$ cat src/rtl/vga_pkg.sv
// Shared types for the SDRAM line arbiter: FSM states, RGB565 pixel, default burst length.
package vga_pkg;

  localparam int DEFAULT_BURST_LEN = 128;

  typedef enum logic [2:0] {
    IDLE,
    VGA_CMD,
    VGA_DATA,
    CPU_CMD,
    CPU_WAIT,
    TURN
  } arb_state_t;

  typedef struct packed {
    logic [4:0] r;
    logic [5:0] g;
    logic [4:0] b;
  } pixel_t;

endpackage

$ cat src/rtl/sdram_line_arbiter_if.sv
// Command/read-return bus between the arbiter (master) and the SDRAM controller (slave).
interface sdram_line_arbiter_if #(
  parameter int ADDR_W = 24
) ();
  import vga_pkg::*;

  logic              mem_cmd_valid;
  logic              mem_cmd_ready;
  logic              mem_cmd_we;
  logic [ADDR_W-1:0] mem_cmd_addr;
  logic [7:0]        mem_cmd_len;
  logic [15:0]       mem_wdata;
  pixel_t            mem_rdata;
  logic              mem_rvalid;

  modport master (
    output mem_cmd_valid, mem_cmd_we, mem_cmd_addr, mem_cmd_len, mem_wdata,
    input  mem_cmd_ready, mem_rdata, mem_rvalid
  );

  modport slave (
    input  mem_cmd_valid, mem_cmd_we, mem_cmd_addr, mem_cmd_len, mem_wdata,
    output mem_cmd_ready, mem_rdata, mem_rvalid
  );

endinterface

$ cat src/rtl/arb_stats.sv
// VGA burst statistics: completed-burst count and worst line_req-rise-to-grant wait, both saturating.
module arb_stats (
  input  logic        clk_sys,
  input  logic        rst,
  input  logic        line_req,
  input  logic        line_grant,
  input  logic        line_done,
  output logic [15:0] stat_bursts,
  output logic [15:0] stat_max_wait
);

  logic        req_q;
  logic        waiting;
  logic [15:0] wait_cnt;

  always_ff @(posedge clk_sys) begin
    if (rst) begin
      req_q         <= 1'b0;
      waiting       <= 1'b0;
      wait_cnt      <= '0;
      stat_bursts   <= '0;
      stat_max_wait <= '0;
    end else begin
      req_q <= line_req;
      if (line_done && stat_bursts != 16'hFFFF) stat_bursts <= stat_bursts + 16'd1;

      // wait_cnt holds the cycle distance from the rise cycle, so a grant one cycle later reads 1
      if (line_req && !req_q) begin
        waiting  <= 1'b1;
        wait_cnt <= 16'd1;
      end else if (waiting) begin
        if (line_grant) begin
          waiting <= 1'b0;
          if (wait_cnt > stat_max_wait) stat_max_wait <= wait_cnt;
        end else if (wait_cnt != 16'hFFFF) begin
          wait_cnt <= wait_cnt + 16'd1;
        end
      end
    end
  end

endmodule

$ cat src/rtl/sdram_line_arbiter.sv
// Arbitrates one SDRAM command port between VGA line bursts (priority) and CPU single words.
// Optional statistics block enabled by defining VGA_ARB_STATS_EN.
module sdram_line_arbiter
  import vga_pkg::*;
#(
  parameter int BURST_LEN = DEFAULT_BURST_LEN,
  parameter int ADDR_W    = 24
) (
  input  logic                 clk_sys,
  input  logic                 rst,
  input  logic                 line_req,
  output logic                 line_grant,
  input  logic [ADDR_W-1:0]    line_addr,
  output pixel_t               line_data,
  output logic                 line_valid,
  output logic                 line_done,
  input  logic                 cpu_req,
  input  logic                 cpu_we,
  input  logic [ADDR_W-1:0]    cpu_addr,
  input  logic [15:0]          cpu_wdata,
  output logic [15:0]          cpu_rdata,
  output logic                 cpu_ack,
  sdram_line_arbiter_if.master mem,
  output logic [15:0]          stat_bursts,
  output logic [15:0]          stat_max_wait
);

  localparam logic [7:0] LEN = 8'(BURST_LEN);

  arb_state_t state;
  logic [7:0] word_cnt;
  logic       cpu_rd_ack;

  // Handshake pulses are decoded from registered state, so they are 0 whenever the FSM idles
  assign line_grant = (state == VGA_CMD) && mem.mem_cmd_ready;
  assign cpu_ack    = cpu_rd_ack || ((state == CPU_CMD) && mem.mem_cmd_ready && mem.mem_cmd_we);

  // NOTE: sequential state uses non-blocking assignments only, so every register
  // samples pre-edge values and the block order cannot change behaviour.
  always_ff @(posedge clk_sys) begin
    if (rst) begin
      state             <= IDLE;
      word_cnt          <= '0;
      cpu_rd_ack        <= 1'b0;
      cpu_rdata         <= '0;
      line_valid        <= 1'b0;
      line_done         <= 1'b0;
      line_data         <= '0;
      mem.mem_cmd_valid <= 1'b0;
      mem.mem_cmd_we    <= 1'b0;
      mem.mem_cmd_addr  <= '0;
      mem.mem_cmd_len   <= '0;
      mem.mem_wdata     <= '0;
    end else begin
      line_valid <= 1'b0;
      line_done  <= 1'b0;
      cpu_rd_ack <= 1'b0;

      case (state)
        IDLE: begin
          if (line_req) begin
            state             <= VGA_CMD;
            word_cnt          <= '0;
            mem.mem_cmd_valid <= 1'b1;
            mem.mem_cmd_we    <= 1'b0;
            mem.mem_cmd_addr  <= line_addr;
            mem.mem_cmd_len   <= LEN;
            mem.mem_wdata     <= '0;
          end else if (cpu_req) begin
            state             <= CPU_CMD;
            mem.mem_cmd_valid <= 1'b1;
            mem.mem_cmd_we    <= cpu_we;
            mem.mem_cmd_addr  <= cpu_addr;
            mem.mem_cmd_len   <= 8'd1;
            mem.mem_wdata     <= cpu_we ? cpu_wdata : 16'h0000;
          end
        end

        VGA_CMD: begin
          if (mem.mem_cmd_ready) begin
            mem.mem_cmd_valid <= 1'b0;
            state             <= VGA_DATA;
          end
        end

        VGA_DATA: begin
          if (mem.mem_rvalid) begin
            line_valid <= 1'b1;
            line_data  <= mem.mem_rdata;
            word_cnt   <= word_cnt + 8'd1;
            if (word_cnt == LEN - 8'd1) begin
              line_done <= 1'b1;
              state     <= TURN;
            end
          end
        end

        CPU_CMD: begin
          if (mem.mem_cmd_ready) begin
            mem.mem_cmd_valid <= 1'b0;
            state             <= mem.mem_cmd_we ? TURN : CPU_WAIT;
          end
        end

        CPU_WAIT: begin
          if (mem.mem_rvalid) begin
            cpu_rdata  <= mem.mem_rdata;
            cpu_rd_ack <= 1'b1;
            state      <= TURN;
          end
        end

        // One dead cycle lets the served requester drop its request before re-arbitration
        TURN:    state <= IDLE;
        default: state <= IDLE;
      endcase
    end
  end

`ifdef VGA_ARB_STATS_EN
  arb_stats u_stats (
    .clk_sys       (clk_sys),
    .rst           (rst),
    .line_req      (line_req),
    .line_grant    (line_grant),
    .line_done     (line_done),
    .stat_bursts   (stat_bursts),
    .stat_max_wait (stat_max_wait)
  );
`else
  assign stat_bursts   = '0;
  assign stat_max_wait = '0;
`endif

endmodule

$ cat src/flat_wrapper.sv
// flat-port wrapper written by rule: the top's interface ports become plain ports
module sdram_line_arbiter_flat import vga_pkg::*;
#(
  parameter int BURST_LEN = DEFAULT_BURST_LEN,
  parameter int ADDR_W    = 24
)
  (clk_sys, rst, line_req, line_grant, line_addr, line_data, line_valid, line_done, cpu_req, cpu_we, cpu_addr, cpu_wdata, cpu_rdata, cpu_ack, stat_bursts, stat_max_wait, mem_mem_cmd_valid, mem_mem_cmd_we, mem_mem_cmd_addr, mem_mem_cmd_len, mem_mem_wdata, mem_mem_cmd_ready, mem_mem_rdata, mem_mem_rvalid);
  sdram_line_arbiter_if #(.ADDR_W(ADDR_W)) mem_i ();
  input  logic clk_sys;
  input  logic rst;
  input  logic line_req;
  output logic line_grant;
  input  logic [ADDR_W-1:0] line_addr;
  output pixel_t line_data;
  output logic line_valid;
  output logic line_done;
  input  logic cpu_req;
  input  logic cpu_we;
  input  logic [ADDR_W-1:0] cpu_addr;
  input  logic [15:0] cpu_wdata;
  output logic [15:0] cpu_rdata;
  output logic cpu_ack;
  output logic [15:0] stat_bursts;
  output logic [15:0] stat_max_wait;
  output wire logic [$bits(mem_i.mem_cmd_valid)-1:0] mem_mem_cmd_valid;
  output wire logic [$bits(mem_i.mem_cmd_we)-1:0] mem_mem_cmd_we;
  output wire logic [$bits(mem_i.mem_cmd_addr)-1:0] mem_mem_cmd_addr;
  output wire logic [$bits(mem_i.mem_cmd_len)-1:0] mem_mem_cmd_len;
  output wire logic [$bits(mem_i.mem_wdata)-1:0] mem_mem_wdata;
  input wire logic [$bits(mem_i.mem_cmd_ready)-1:0] mem_mem_cmd_ready;
  input wire logic [$bits(mem_i.mem_rdata)-1:0] mem_mem_rdata;
  input wire logic [$bits(mem_i.mem_rvalid)-1:0] mem_mem_rvalid;
  assign mem_mem_cmd_valid = mem_i.mem_cmd_valid;
  assign mem_mem_cmd_we = mem_i.mem_cmd_we;
  assign mem_mem_cmd_addr = mem_i.mem_cmd_addr;
  assign mem_mem_cmd_len = mem_i.mem_cmd_len;
  assign mem_mem_wdata = mem_i.mem_wdata;
  assign mem_i.mem_cmd_ready = mem_mem_cmd_ready;
  assign mem_i.mem_rdata = mem_mem_rdata;
  assign mem_i.mem_rvalid = mem_mem_rvalid;
  sdram_line_arbiter #(.BURST_LEN(BURST_LEN), .ADDR_W(ADDR_W)) u_core (.clk_sys(clk_sys), .rst(rst), .line_req(line_req), .line_grant(line_grant), .line_addr(line_addr), .line_data(line_data), .line_valid(line_valid), .line_done(line_done), .cpu_req(cpu_req), .cpu_we(cpu_we), .cpu_addr(cpu_addr), .cpu_wdata(cpu_wdata), .cpu_rdata(cpu_rdata), .cpu_ack(cpu_ack), .mem(mem_i), .stat_bursts(stat_bursts), .stat_max_wait(stat_max_wait));
endmodule
$ cat config.mk
export PLATFORM = sky130hd
export DESIGN_NAME = sdram_line_arbiter_flat
export DESIGN_NICKNAME = d
export VERILOG_FILES = /design/src/rtl/vga_pkg.sv /design/src/rtl/sdram_line_arbiter_if.sv /design/src/rtl/arb_stats.sv /design/src/rtl/sdram_line_arbiter.sv /design/src/flat_wrapper.sv
export SDC_FILE = /design/constraint.sdc
export NUM_CORES = 1
export LEC_CHECK = 0
export CORE_MARGIN = 2
export CORE_UTILIZATION = 42
export CTS_CLUSTER_SIZE = 8
export DETAILED_ROUTE_END_ITERATION = 10
export PLACE_DENSITY = 0.85
export SLEW_MARGIN = 20
export SYNTH_ARGS = -nofsm -noshare
export SYNTH_HDL_FRONTEND = slang
export SYNTH_SLANG_ARGS = --single-unit
export TNS_END_PERCENT = 100
$ cat constraint.sdc
create_clock -name clk_sys -period 3.3 [get_ports clk_sys]
set_clock_uncertainty 0.1 [all_clocks]
set_input_delay 0.33 -clock clk_sys [delete_from_list [all_inputs] [get_ports clk_sys]]
set_output_delay 0.33 -clock clk_sys [all_outputs]
set_load 0.05 [all_outputs]
# == After elaboration in Yosys (flattened, before gate mapping) ==
# Cells that the tools add are included.
# word_totals
register_bits,96
in_bits,87
out_inout_bits,118
word_cells,76
# classes
add_sub_neg,1
n_eq_ne,13
muxes,27
n_bitwise,3
n_reduce_logical,18
# ops
op,n
$mux 16,3
$mux 24,2
$mux 8,4
$mux 3,7
$pmux 8 s2,1
$pmux 3 s5,1
$ne 2x2->1 const B,5
$add 8x1->8 const B,1
$eq 8x7->1 const B,1
$mux 1,8
$eq 3x2->1 const B,2
$reduce_and 2->1,3
$reduce_and 3->1,2
$reduce_and 6->1,1
$reduce_bool 2->1,3
$reduce_or 2->1,3
$ne 2x1->1 const B,2
$eq 3x1->1 const B,1
$eq 3x3->1 const B,1
$logic_and 1x1->1,3
$logic_not 3->1,1
$ne 3x3->1 const B,1
$not 1->1,3
$reduce_or 3->1,1
2 further kinds,2

# == Logic depth before layout (Yosys ltp) ==
# logic_depth
depth_word,4
mapped_depth,7
depth_no_buf,5

# == Least setup slack after synthesis ==
# OpenSTA, ideal clock, no wires.
# synth_path
kind,reg2out
startpoint,reg u_core.state[0]
endpoint,out line_grant
arrival_ps,1616
required_time_ps,2870
slack_ps,1254
path_stages_with_launch,4
path_buffers,1
cell_sequence,dfxtp_1 buf_2 nand2_1 nor3_1
# synth_via
elab_chain_len,2
# synth_rtl
item,line,rtl
start: declaration,sdram_line_arbiter.sv:30,arb_state_t state;
start signal: assignment,sdram_line_arbiter.sv:101,state <= mem.mem_cmd_we ? TURN : CPU_WAIT;
$eq 3x1->1,sdram_line_arbiter.sv:35,assign line_grant = (state == VGA_CMD) && mem.mem_cmd_ready;
$logic_and 1x1->1,sdram_line_arbiter.sv:35,
end: declaration,flat_wrapper.sv:12,output logic line_grant;
# Every way passes these cells.

# == Final worst setup path ==
# layout_path
startpoint,reg u_core.state[0]
endpoint,out cpu_ack
# layout_via
elab_chain_len,4
# layout_rtl
item,line,rtl
$eq 3x2->1,sdram_line_arbiter.sv:36,assign cpu_ack = cpu_rd_ack || ((state == CPU_CMD) && mem.mem_cmd_ready && mem.mem_cmd_we);
$logic_and 1x1->1 (2 in a row),sdram_line_arbiter.sv:36,
$logic_or 1x1->1,sdram_line_arbiter.sv:36,
end: declaration,flat_wrapper.sv:22,output logic cpu_ack;
# Every way passes these cells.

==> impl_metrics.ini <==
[run]
max_cap_viol_count = 0

[logic_synthesis]
ys_ff_latch = 90
ys_types = 40
synth_top_area_share_pct = 46.98
synth_common_cells = dfxtp_1, nand2_1, nor2_1, buf_4, a21oi_1
synth_cells = 448
seq_area_frac_synth_pct = 46.98
synth_area_per_cell_um2 = 8.560
synth_area_leaders = dfxtp_1, nand2_1, buf_4, a21oi_1, nor2_1
synth_edf_count = 0
async_flop_share_pct = 0
synth_most_common_cell = dfxtp_1
synth_top_cell_by_area = dfxtp_1
synthesis.area_mm2 = 0.003835
synthFlopType = dfxtp_1
ys_warn_count = 0

[sta]
fin_crit_sh_pct = 80.65
grt_setup_unrepaired = no
tightest_slew_ps = 807.6
tns_ps = 0
max_freq_mhz = 375.7
max-slew-margin-rel_pct = 46.00
timing.final.crit_period_ps = 2661
report.final.setup_viol = 0
report.final.slew_viol_count = 0
final-hold-violation-count = 0

[floorplan]
rows = 34
start_util_pct = 43.55
die_w_um = 99.56
design.die.area_mm2 = 0.009911
fp.dieH_um = 99.56
io_pins = 205
coreArea_mm2 = 0.008806

[worst_setup_path]
worstSetupStartpointType = flop
worstPathRequired_ps = 2870
crit_type = flop to primary output
critical_path_arrival_ps = 2230
crit_path_max_fanout = 10
crit_path_end_kind = primary output

[global_routing]
grtUsageTotal_pct = 19.46
antenna_found_initial = 0
grt_pass1_wl_mm = 15.67
grt_pass1_vias = 3283
grt_max_degree = 49
grt-ovfl-total = 0

[layout]
fillCellCount = 737
final_nets = 685
syn_to_final_growth_pct = 45.29
fin_util_pct = 63.27
drive_gt1_share_pct = 4.651
num_antenna_cells = 0

[route]
vias_per_cell = 4.972
wl_per_cell_um = 14.09
dr_total_vias = 3530
initialDrtViolationCount = 133
ant_nets = 0
routed_wl_mm = 10.00
firstDrtPassIters = 4
drc = 0

[clocking]
cts_buffer_depth = 2
clk_latency_ps = 350
cts-htree-levels = 3
cts_resized = 0
hold_buffers = 0
cts_made_buffers = 9
cts_sinks = 90
post_cts_buffers = 0
cts_tree = yes
clk_pin_slew_ps = 90
root_buffer = clkbuf_8

[pwr]
total_power_mw = 3.941
power_density_mw_per_mm2 = 707.3
comb_power_share_pct = 44.6
switchingPower_mw = 1.711
vdd_drop_max_uv = 315.1
switching_share_pct = 43.42
seqPwrFrac_pct = 35.7
internal_power_mw = 2.230
leakagePower_nw = 2.053
clkPwrFrac_pct = 19.7

[placed_design]
gp_congestion = 0.8150
io_buffer_count = 166
hpwl_mm = 7.318

[worst_hold_path]
hp-class = flop to flop

[run_status]
outcome = finished, final reports clean
final timing paths:
check	start	end	slack [ps]	cells after the start
max reg2reg	u_core.state[2]	u_core.cpu_rdata[4]	1300	3
min reg2reg	u_core.line_data[12]	u_core.line_data[12]	360	2
max	u_core.state[0]	cpu_ack	640	4
min	u_core.line_data[12]	u_core.line_data[12]	360	2
layer usage:
layer | global-route usage [%] | part of all wire (%)
met5 | 0 | 0
met1 | 22.49 | 41
met2 | 34.04 | 50
met3 | 5.481 | 7.4
met4 | 7.587 | 1.6
state kept, by name, summed over array words and instances (netlist names):
name                      count
u_core.mem.mem_cmd_addr      24
u_core.cpu_rdata             16
u_core.line_data             16
u_core.mem.mem_wdata         16
u_core.word_cnt               8
u_core.state                  3
u_core.mem.mem_cmd_len        2
u_core.cpu_rd_ack             1
u_core.line_done              1
u_core.line_valid             1
u_core.mem.mem_cmd_valid      1
u_core.mem.mem_cmd_we         1
cell type report:
| type | count | area, um^2 | share of cell area (%) |
|---|---|---|---|
| Sequential cell | 90 | 1802 | 32.34 |
| Clock buffer | 10 | 137.6 | 2.470 |
| Timing Repair Buffer | 171 | 1694 | 30.41 |
| Inverter | 4 | 15.01 | 0.2695 |
| Clock inverter | 6 | 75.07 | 1.347 |
| Tap cell | 108 | 135.1 | 2.425 |
| Multi-Input combinational cell | 321 | 1713 | 30.74 |
placed cells by master, fill, tap and decap left out, drive strengths merged, types with 3 or more instances in the layout:
cell type,instances
dfxtp,90
mux2i,16
nor2,51
a211oi,15
clkdlybuf4s50,165
conb,38
a31oi,10
buf,6
nand4,4
nand3b,10
a22oi,17
inv,5
clkbuf,10
nand2,89
a21oi,39
clkinv,3
xor2,3
nor3,5
metrics by stage:
stage / instances / hold slack [ps] / worst slack [ps] / instance area, um^2
global placement: 694 / 341.5 / 765.0 / 5359
global route: 710 / 382.9 / 534.8 / 5572
CTS: 710 / 362.7 / 615.6 / 5572
floorplan: 485 / 309.4 / 1254 / 3974
detailed placement: 694 / 349.0 / 760.6 / 5359
finish: 710 / 360.9 / 638.6 / 5572
cell families after synthesis:
group | Yosys count | share of synthesized area (%)
simple gates | 173 | 20.52
mux | 16 | 4.176
other cells | 1 | 0.09779
compound gates | 88 | 14.68
fa+ha+maj | 1 | 0.3262
xor+xnor | 5 | 1.142
buf+inv | 74 | 12.07
flops | 90 | 46.98
worst max-delay path, stage by stage (launching register included):
cell	delay, ps
dfxtp_1	570
nand2_1	130
nor2_1	180
a31o_2	170
clkdlybuf4s50_1	840
power by group through the flow:
stage          clock network (mW)  registers [mW]  logic, mW
2_1_floorplan                   0            1.96      0.720
3_3_place_gp                    0            1.42       1.73
3_5_place_dp                    0            1.43       1.76
4_1_cts                     0.805            1.41       1.76
5_1_grt                     0.855            1.43       1.85
6_report                    0.778            1.41       1.76
Power figures use the tool's default switching activity.
